File: src/rtl/rx_cmd_parser.sv
// rx_cmd_parser: byte-stream command decoder for a UART receiver.
// A frame is {opcode,ch} header, LSB-first payload, then an XOR checksum.
// Good frames commit to the per-channel registers on the edge that accepts
// the checksum byte. Bad headers, bad checksums and inter-byte timeouts
// raise err with a cause code.
module rx_cmd_parser #(
  parameter int DATA_W  = 16,
  parameter int NUM_CH  = 2,
  parameter int TIMEOUT = 100000
) (
  input  logic                     clk,
  input  logic                     rst,
  input  logic [7:0]               rx_data,
  input  logic                     rx_valid,
  output logic [NUM_CH*DATA_W-1:0] set_min,
  output logic [NUM_CH*DATA_W-1:0] set_max,
  output logic [NUM_CH*DATA_W-1:0] dc_input,
  output logic [NUM_CH-1:0]        ramp_enable,
  output logic [NUM_CH-1:0]        dc_enable,
  output logic [DATA_W-1:0]        read_length,
  output logic [3:0]               read_ch,
  output logic                     read_start,
  output logic [7:0]               pong,
  output logic                     pong_trig,
  output logic                     cmd_done,
  output logic                     err,
  output logic [1:0]               err_code,
  output logic                     busy
);

  localparam int NB    = DATA_W / 8;
  localparam int IDX_W = $clog2(NB + 1);
  localparam int TMO_W = $clog2(TIMEOUT);

  localparam logic [3:0] OP_PING      = 4'd1;
  localparam logic [3:0] OP_SET_MIN   = 4'd2;
  localparam logic [3:0] OP_SET_MAX   = 4'd3;
  localparam logic [3:0] OP_DC_INPUT  = 4'd4;
  localparam logic [3:0] OP_RUN_RAMP  = 4'd5;
  localparam logic [3:0] OP_RUN_DC    = 4'd6;
  localparam logic [3:0] OP_READ_RAMP = 4'd7;
  localparam logic [3:0] OP_READ_DC   = 4'd8;
  localparam logic [3:0] OP_STOP      = 4'd9;

  typedef enum logic [1:0] {
    IDLE    = 2'd0,
    PAYLOAD = 2'd1,
    CHECK   = 2'd2
  } state_t;

  state_t             state_r, state_next_s;
  logic [3:0]         op_r, ch_r;
  logic [IDX_W-1:0]   len_r, idx_r;
  logic [DATA_W-1:0]  payload_r;
  logic [7:0]         sum_r;
  logic [TMO_W-1:0]   tmo_r;
  logic               hdr_ok_s, tmo_hit_s;
  logic               hdr_accept_s, bad_hdr_s, pay_byte_s;
  logic               commit_s, bad_sum_s, timeout_s;

  // Number of payload bytes carried by each opcode.
  function automatic logic [IDX_W-1:0] payload_len(input logic [3:0] op);
    case (op)
      OP_PING:    payload_len = IDX_W'(1);
      OP_SET_MIN, OP_SET_MAX, OP_DC_INPUT,
      OP_READ_RAMP, OP_READ_DC: payload_len = IDX_W'(NB);
      default:    payload_len = '0;
    endcase
  endfunction

  function automatic logic opcode_ok(input logic [3:0] op);
    return (op >= OP_PING) && (op <= OP_STOP);
  endfunction

  // Running XOR checksum over the frame bytes.
  function automatic logic [7:0] xor_acc(input logic [7:0] acc, input logic [7:0] b);
    return acc ^ b;
  endfunction

  assign hdr_ok_s  = opcode_ok(rx_data[7:4]) && ({28'd0, rx_data[3:0]} < $unsigned(NUM_CH));
  assign tmo_hit_s = (tmo_r == TMO_W'(TIMEOUT - 1));

  // State register; busy mirrors "not idle".
  always_ff @(posedge clk or posedge rst) begin
    if (rst) begin
      state_r <= IDLE;
      busy    <= 1'b0;
    end else begin
      state_r <= state_next_s;
      busy    <= (state_next_s != IDLE);
    end
  end

  // Next-state logic and one-cycle event strobes.
  always_comb begin
    state_next_s = state_r;
    hdr_accept_s = 1'b0;
    bad_hdr_s    = 1'b0;
    pay_byte_s   = 1'b0;
    commit_s     = 1'b0;
    bad_sum_s    = 1'b0;
    timeout_s    = 1'b0;
    case (state_r)
      IDLE: begin
        if (rx_valid) begin
          if (hdr_ok_s) begin
            hdr_accept_s = 1'b1;
            state_next_s = (payload_len(rx_data[7:4]) == '0) ? CHECK : PAYLOAD;
          end else begin
            bad_hdr_s = 1'b1;
          end
        end else begin
          state_next_s = IDLE;
        end
      end
      PAYLOAD: begin
        if (rx_valid) begin
          pay_byte_s = 1'b1;
          if (idx_r == len_r - IDX_W'(1)) begin
            state_next_s = CHECK;
          end else begin
            state_next_s = PAYLOAD;
          end
        end else if (tmo_hit_s) begin
          timeout_s    = 1'b1;
          state_next_s = IDLE;
        end else begin
          state_next_s = PAYLOAD;
        end
      end
      CHECK: begin
        if (rx_valid) begin
          state_next_s = IDLE;
          if (sum_r == rx_data) begin
            commit_s = 1'b1;
          end else begin
            bad_sum_s = 1'b1;
          end
        end else if (tmo_hit_s) begin
          timeout_s    = 1'b1;
          state_next_s = IDLE;
        end else begin
          state_next_s = CHECK;
        end
      end
      default: begin
        state_next_s = IDLE;
      end
    endcase
  end

  // Idle-cycle counter: cleared on every byte and whenever the parser is idle.
  always_ff @(posedge clk or posedge rst) begin
    if (rst) begin
      tmo_r <= '0;
    end else if (rx_valid || (state_next_s == IDLE)) begin
      tmo_r <= '0;
    end else begin
      tmo_r <= tmo_r + TMO_W'(1);
    end
  end

  // Frame capture: header fields, payload bytes and checksum accumulator.
  always_ff @(posedge clk or posedge rst) begin
    if (rst) begin
      op_r      <= 4'd0;
      ch_r      <= 4'd0;
      len_r     <= '0;
      idx_r     <= '0;
      payload_r <= '0;
      sum_r     <= 8'd0;
    end else if (hdr_accept_s) begin
      op_r      <= rx_data[7:4];
      ch_r      <= rx_data[3:0];
      len_r     <= payload_len(rx_data[7:4]);
      idx_r     <= '0;
      payload_r <= '0;
      sum_r     <= rx_data;
    end else if (pay_byte_s) begin
      for (int b = 0; b < NB; b++) begin
        if (idx_r == IDX_W'(b)) payload_r[b*8 +: 8] <= rx_data;
      end
      idx_r <= idx_r + IDX_W'(1);
      sum_r <= xor_acc(sum_r, rx_data);
    end
  end

  // Output registers: commit effects, status pulses and the held error cause.
  always_ff @(posedge clk or posedge rst) begin
    if (rst) begin
      set_min     <= '0;
      set_max     <= '0;
      dc_input    <= '0;
      ramp_enable <= '0;
      dc_enable   <= '0;
      read_length <= '0;
      read_ch     <= 4'd0;
      read_start  <= 1'b0;
      pong        <= 8'd0;
      pong_trig   <= 1'b0;
      cmd_done    <= 1'b0;
      err         <= 1'b0;
      err_code    <= 2'd0;
    end else begin
      read_start <= 1'b0;
      pong_trig  <= 1'b0;
      cmd_done   <= commit_s;
      err        <= bad_hdr_s | bad_sum_s | timeout_s;
      if (bad_hdr_s)      err_code <= 2'd1;
      else if (bad_sum_s) err_code <= 2'd2;
      else if (timeout_s) err_code <= 2'd3;
      if (commit_s) begin
        if (op_r == OP_PING) begin
          pong      <= payload_r[7:0];
          pong_trig <= 1'b1;
        end
        if ((op_r == OP_READ_RAMP) || (op_r == OP_READ_DC)) begin
          read_length <= payload_r;
          read_ch     <= ch_r;
          read_start  <= 1'b1;
        end
        for (int c = 0; c < NUM_CH; c++) begin
          if (ch_r == 4'(c)) begin
            case (op_r)
              OP_SET_MIN: begin
                set_min[c*DATA_W +: DATA_W] <= payload_r;
                dc_enable[c]                <= 1'b0;
              end
              OP_SET_MAX: begin
                set_max[c*DATA_W +: DATA_W] <= payload_r;
                dc_enable[c]                <= 1'b0;
              end
              OP_DC_INPUT: begin
                dc_input[c*DATA_W +: DATA_W] <= payload_r;
                ramp_enable[c]               <= 1'b0;
              end
              OP_RUN_RAMP: begin
                ramp_enable[c]               <= 1'b1;
                dc_enable[c]                 <= 1'b0;
                dc_input[c*DATA_W +: DATA_W] <= '0;
              end
              OP_RUN_DC: begin
                dc_enable[c]                <= 1'b1;
                ramp_enable[c]              <= 1'b0;
                set_min[c*DATA_W +: DATA_W] <= '0;
                set_max[c*DATA_W +: DATA_W] <= '0;
              end
              OP_STOP: begin
                ramp_enable[c] <= 1'b0;
                dc_enable[c]   <= 1'b0;
              end
              OP_READ_RAMP: ramp_enable[c] <= 1'b0;
              OP_READ_DC:   dc_enable[c]   <= 1'b0;
              default:      ramp_enable[c] <= ramp_enable[c];
            endcase
          end
        end
      end
    end
  end

endmodule

File: config.mk
export PLATFORM = sky130hd
export DESIGN_NAME = rx_cmd_parser
export DESIGN_NICKNAME = d
export VERILOG_FILES = /design/src/rtl/rx_cmd_parser.sv
export SDC_FILE = /design/constraint.sdc
export NUM_CORES = 1
export LEC_CHECK = 0
export ABC_CLOCK_PERIOD_IN_PS = 8500
export CAP_MARGIN = 30
export CORE_UTILIZATION = 35
export CTS_CLUSTER_DIAMETER = 100
export DETAILED_ROUTE_END_ITERATION = 6
export PLACE_DENSITY_LB_ADDON = 0.08
export SLEW_MARGIN = 30
export SYNTH_ARGS = -nofsm -noshare
export SYNTH_HDL_FRONTEND = slang
export SYNTH_SLANG_ARGS = --single-unit
File: constraint.sdc
create_clock -name clk -period 8.5 [get_ports clk]
set_input_delay 1.7 -clock clk [delete_from_list [all_inputs] [get_ports clk]]
set_output_delay 1.7 -clock clk [all_outputs]
set_load 0.05 [all_outputs]
# Yosys cells after proc, flatten, opt, wreduce, memory -nomap -nowiden

Index checks and enable logic that the tools add are counted.

Bitwise gates (word level): 3
Magnitude comparators: 3
Muxes and demuxes: 51
Equality and inequality tests: 22
Reductions and logical operators: 37
$add $sub $neg: 3

Operators by type and width:

| cell                                                                   | count |
|---|---|
| 16-bit case mux with 2 select lines                                    | 3 |
| 16-bit 2-to-1 mux                                                      | 2 |
| 8-bit 2-to-1 mux                                                       | 4 |
| 2-bit 2-to-1 mux                                                       | 15 |
| 3-bit AND reduction                                                    | 10 |
| 4-bit by 3-bit == test with 1-bit output (second input constant)       | 6 |
| 1-bit 2-to-1 mux                                                       | 22 |
| 2-bit nonzero test                                                     | 9 |
| 17-bit by 1-bit adder with 17-bit output (second input constant)       | 1 |
| 17-bit == test (second input constant)                                 | 1 |
| 17-bit 2-to-1 mux                                                      | 1 |
| 4-bit by 2-bit == test with 1-bit output (second input constant)       | 4 |
| 4-bit by 1-bit == test with 1-bit output (second input constant)       | 3 |
| 4-bit == test (second input constant)                                  | 3 |
| 5-bit OR reduction                                                     | 2 |
| 8-bit == test                                                          | 1 |
| 2-bit logical NOT                                                      | 4 |
| 2-bit AND reduction                                                    | 4 |
| 8-bit bitwise XOR                                                      | 1 |
| 2-bit case mux with 3 select lines                                     | 1 |
| 2-bit by 1-bit == test with 1-bit output (second input constant)       | 2 |
| 4-bit by 1-bit >= comparator with 1-bit output (second input constant) | 1 |
| 4-bit less-or-equal comparator (second input constant)                 | 1 |
| 4-bit logical NOT                                                      | 1 |
| other kinds (13)                                                       | 17 |

Bits in registers: 190
Input port bits: 11
Word-level logic and storage cells: 147
Output and inout port bits: 135

# Depth between registers and ports, before layout

Word-level depth: 14
Gate-level depth with buffers: 9

# Least setup slack after synthesis

Ideal clock, no wire load.

Kind: input-to-reg
Start point: in rx_data[0]
End point: reg set_max[0]
Path slack: 5072 ps
Buffers on the path: 3
Stages: 8
Arrival time: 3301 ps
Path through: buf_2 > xor2_1 > or2_4 > nor3_4 > and3_1 > buf_4 > buf_6 > mux2_1

Cells in the longest elaborated chain, start to end: 5

Ends and longest elaborated chain:

| element                              | RTL line | text |
|---|---|---|
| start: declaration                   | 13       | `input logic [7:0] rx_data,` |
| 8-bit == test                        | 134      | `if (sum_r == rx_data) begin` |
| 1-bit 2-to-1 mux                     | 134      |  |
| 1-bit 2-to-1 mux                     | 132      | `if (rx_valid) begin` |
| 1-bit 2-to-1 mux                     | 103      | `case (state_r)` |
| 3-bit AND reduction (no source line) | n/a      |  |
| end signal: indexed assignment       | 230      | `set_max[c*DATA_W +: DATA_W] <= payload_r;` |
| end: declaration                     | 16       | `output logic [NUM_CH*DATA_W-1:0] set_max,` |

Every way passes these cells.
A chain may end at the register's enable or synchronous reset.

# Worst setup path after layout

Start point: in rx_valid
End point: reg set_max[11]

Cells in the longest elaborated chain, start to end: 3

Ends and longest elaborated chain:

| element                              | RTL line | text |
|---|---|---|
| start: declaration                   | 14       | `input logic rx_valid,` |
| 1-bit 2-to-1 mux                     | 132      |  |
| 1-bit 2-to-1 mux                     | 103      |  |
| 3-bit AND reduction (no source line) | n/a      |  |

Every way passes these cells.

==> flow_metrics.tcl <==
set metrics [dict create \
    synth_top_area_share_pct 56.9 \
    slew_viol_final 0 \
    fp.dieH_um 157 \
    grt_pass1_vias 6215 \
    holdWs_ns 0.484 \
    p_leak_nw 4.69 \
    cp.required_ns 8.81 \
    ctsHoldBuffers 0 \
    postSynthAreaPerCell_um2 10.9 \
    outcome "completed" \
    vias 6132 \
    crit_type "in -> reg" \
    drc 0 \
    drt_pass1_iterations 4 \
    fin_crit_sh_pct 55.6 \
    hpwl_mm 15.5 \
    async_flop_share_pct 100 \
    cts_made_buffers 17 \
    grt_pass1_wl_mm 35.4 \
    drtIter0Drc 299 \
    synth.ff_latch_count 190 \
    tightest_slew_ns 0.970 \
    initial_core_util_pct 35.6 \
    area_delta_synth_final_pct 27.8 \
    post_cts_buffers 0 \
    syn-cell-area_um2 8360 \
    routed_wl_mm 22.3 \
    rr_startpoint "state_r[0]" \
    synth_most_common_cell "dfrtp_1" \
    drive_gt1_share_pct 13.1 \
    synth_top_cell_by_area "dfrtp_1" \
    rsz0062_at_grt "false" \
    clock_power_share_pct 31.5 \
    cts.sinks 190 \
    grtUsageTotal_pct 19.1 \
    vdd_drop_max_uv 153 \
    synth_seq_area_share_pct 56.9 \
    startpoint "rx_valid" \
    maxSlewHeadroom_pct 35.1 \
    synth_cells 769 \
    p_int_mw 1.61 \
    max_freq_mhz 212 \
    p_switching_mw 0.907 \
    crit_arrival_ns 5.03 \
    period_needed_ns 4.72 \
    p_comb_share_pct 21.9 \
    grt_max_degree 121 \
    buffer_ports.inserted 145 \
    h-tree-depth 4 \
    hold_viol_final 0 \
    worstPathMaxFanout 21 \
    yosys_warnings 0 \
    cts_tree "yes" \
    io_pins 146 \
    clock_skew_ns 0.0129 \
    netlist_top_cells_count "190 x dfrtp_1, 162 x nand2_1, 72 x o21ai_0" \
    ys_types 60 \
    clkTransAtPathRegs_ns 0.07 \
    seqPwrFrac_pct 46.7 \
    fin_nets 914 \
    synth_ff_type "dfrtp_1" \
    holdCritPathClass "reg -> reg" \
    die_x_um 157 \
    clk_latency_ns 0.43 \
    synth_area_leaders "dfrtp_1 57%, nand2_1 7.3%, mux2_2 7.0%" \
    antenna_left 0 \
    p_sw_share_pct 36.1 \
    die-area_um2 24500 \
    worstHoldStart "set_max[1]" \
    antenna_found_initial 0 \
    antenna_cells 0 \
    grt-ovfl-total 0 \
    core_area_um2 23500 \
    clockBufferDepth 2 \
    rows 56 \
    cts.repair.resized 0 \
    place_congestion 0.792 \
    setup_tns_ns 0 \
    via_per_inst 4.99 \
    endpoint_kind "flip-flop" \
    avgRoutedWirePerCell_um 18.1 \
    drv_cap 0 \
    syn-num-nets 787 \
    root_buffer "clkbuf_16" \
    crit_path_start_kind "primary input" \
    finalSetupViolCount 0 \
    synth-edff-count 0 \
    powerDensity_nw_per_um2 235 \
]
[placed cells by master, fill, tap and decap left out, types with 6 or more instances in the layout]
cell type,n
dfrtp_1,190
nand2_1,161
clkdlybuf4s50_1,145
o21ai_0,72
mux2_2,52
a21oi_1,25
and2_1,23
nor2_1,22
clkbuf_16,17
xor2_1,16
nand3_1,15
xnor2_1,13
o21ai_1,13
nand4_1,11
mux2_1,10
inv_1,9
nor2b_1,8
a2111oi_2,7
ha_1,7
o22ai_1,6
[cell families (layout without fill, tap and decap cells)]
kind of cell	after synthesis	after routing	share of synthesized area, %
AND/OR/NAND/NOR	281	281	16.4
flip-flops	190	190	56.9
AO/OA/AOI/OAI	143	143	11.0
multiplexers	66	66	8.83
buffers and inverters	53	193	2.80
XOR/XNOR	29	29	3.04
adder cells (fa/ha/maj)	7	7	1.05
[metal layers]
metal	global-route usage, %	vias up	routed length (µm)
met5	0	-	0
met4	5.88	0	392
met3	3.77	21	926
met2	30.6	146	10500
met1	26.1	3057	10400
li1	-	2908	-
[critical path, cell delays in order]
cell             delay (ns)
clkdlybuf4s50_1        1.11
nand2_1                0.34
nor4_4                 0.61
and3_1                 0.83
mux2_2                 0.42
[per-stage QoR]
step / total power, mW / setup WS [ns] / std cells / util (%) / cell area (µm²)
global placement: 1.72 / 3.20 / 1192 / 42.7 / 10000
CTS: 2.54 / 3.73 / 1228 / 45.4 / 10700
floorplan: 1.54 / 1.63 / 769 / - / 8360
finish: 2.51 / 3.78 / 1228 / 45.5 / 10700
global route: 2.66 / 3.59 / 1228 / 45.5 / 10700
detailed placement: 1.74 / 3.27 / 1196 / 43.0 / 10100
[area by class of cell]
cell class                      count  area (µm²)
Fill cell                        2222       12800
Sequential cell                   190        4750
Multi-Input combinational cell    526        3380
Timing Repair Buffer              151        1520
Clock buffer                       18         429
Tap cell                          319         399
Clock inverter                     14         153
Inverter                           10        50.0
[registers in the layout, summed over array words and instances, names as in the netlist, 8 cells and up]
name         flops
dc_input        32
payload_r       16
pong             8
read_length     16
set_max         32
set_min         32
sum_r            8
tmo_r           17
[final timing paths]
check / endpoint / slack [ns] / depth (start not counted)
worst max-delay path: set_max[11] / 3.78 / 5
worst min-delay path: set_max[1] / 0.48 / 1
worst max register to register: set_max[11] / 5.64 / 6
worst min register to register: set_max[1] / 0.48 / 1
max in group asynchronous: op_r[0] / 5.61 / 3
min in group asynchronous: read_ch[0] / 1.77 / 2
[power groups by stage]
| stage | combinational, mW | sequential [mW] | clock [mW] |
|---|---|---|---|
| final | 0.549 | 1.17 | 0.791 |
| after global routing | 0.624 | 1.19 | 0.846 |
| after CTS | 0.552 | 1.18 | 0.809 |
| after detailed placement | 0.549 | 1.19 | 0 |
| after global placement | 0.530 | 1.19 | 0 |
| after floorplan | 0.417 | 1.12 | 0 |
Power figures use the tool's default switching activity.
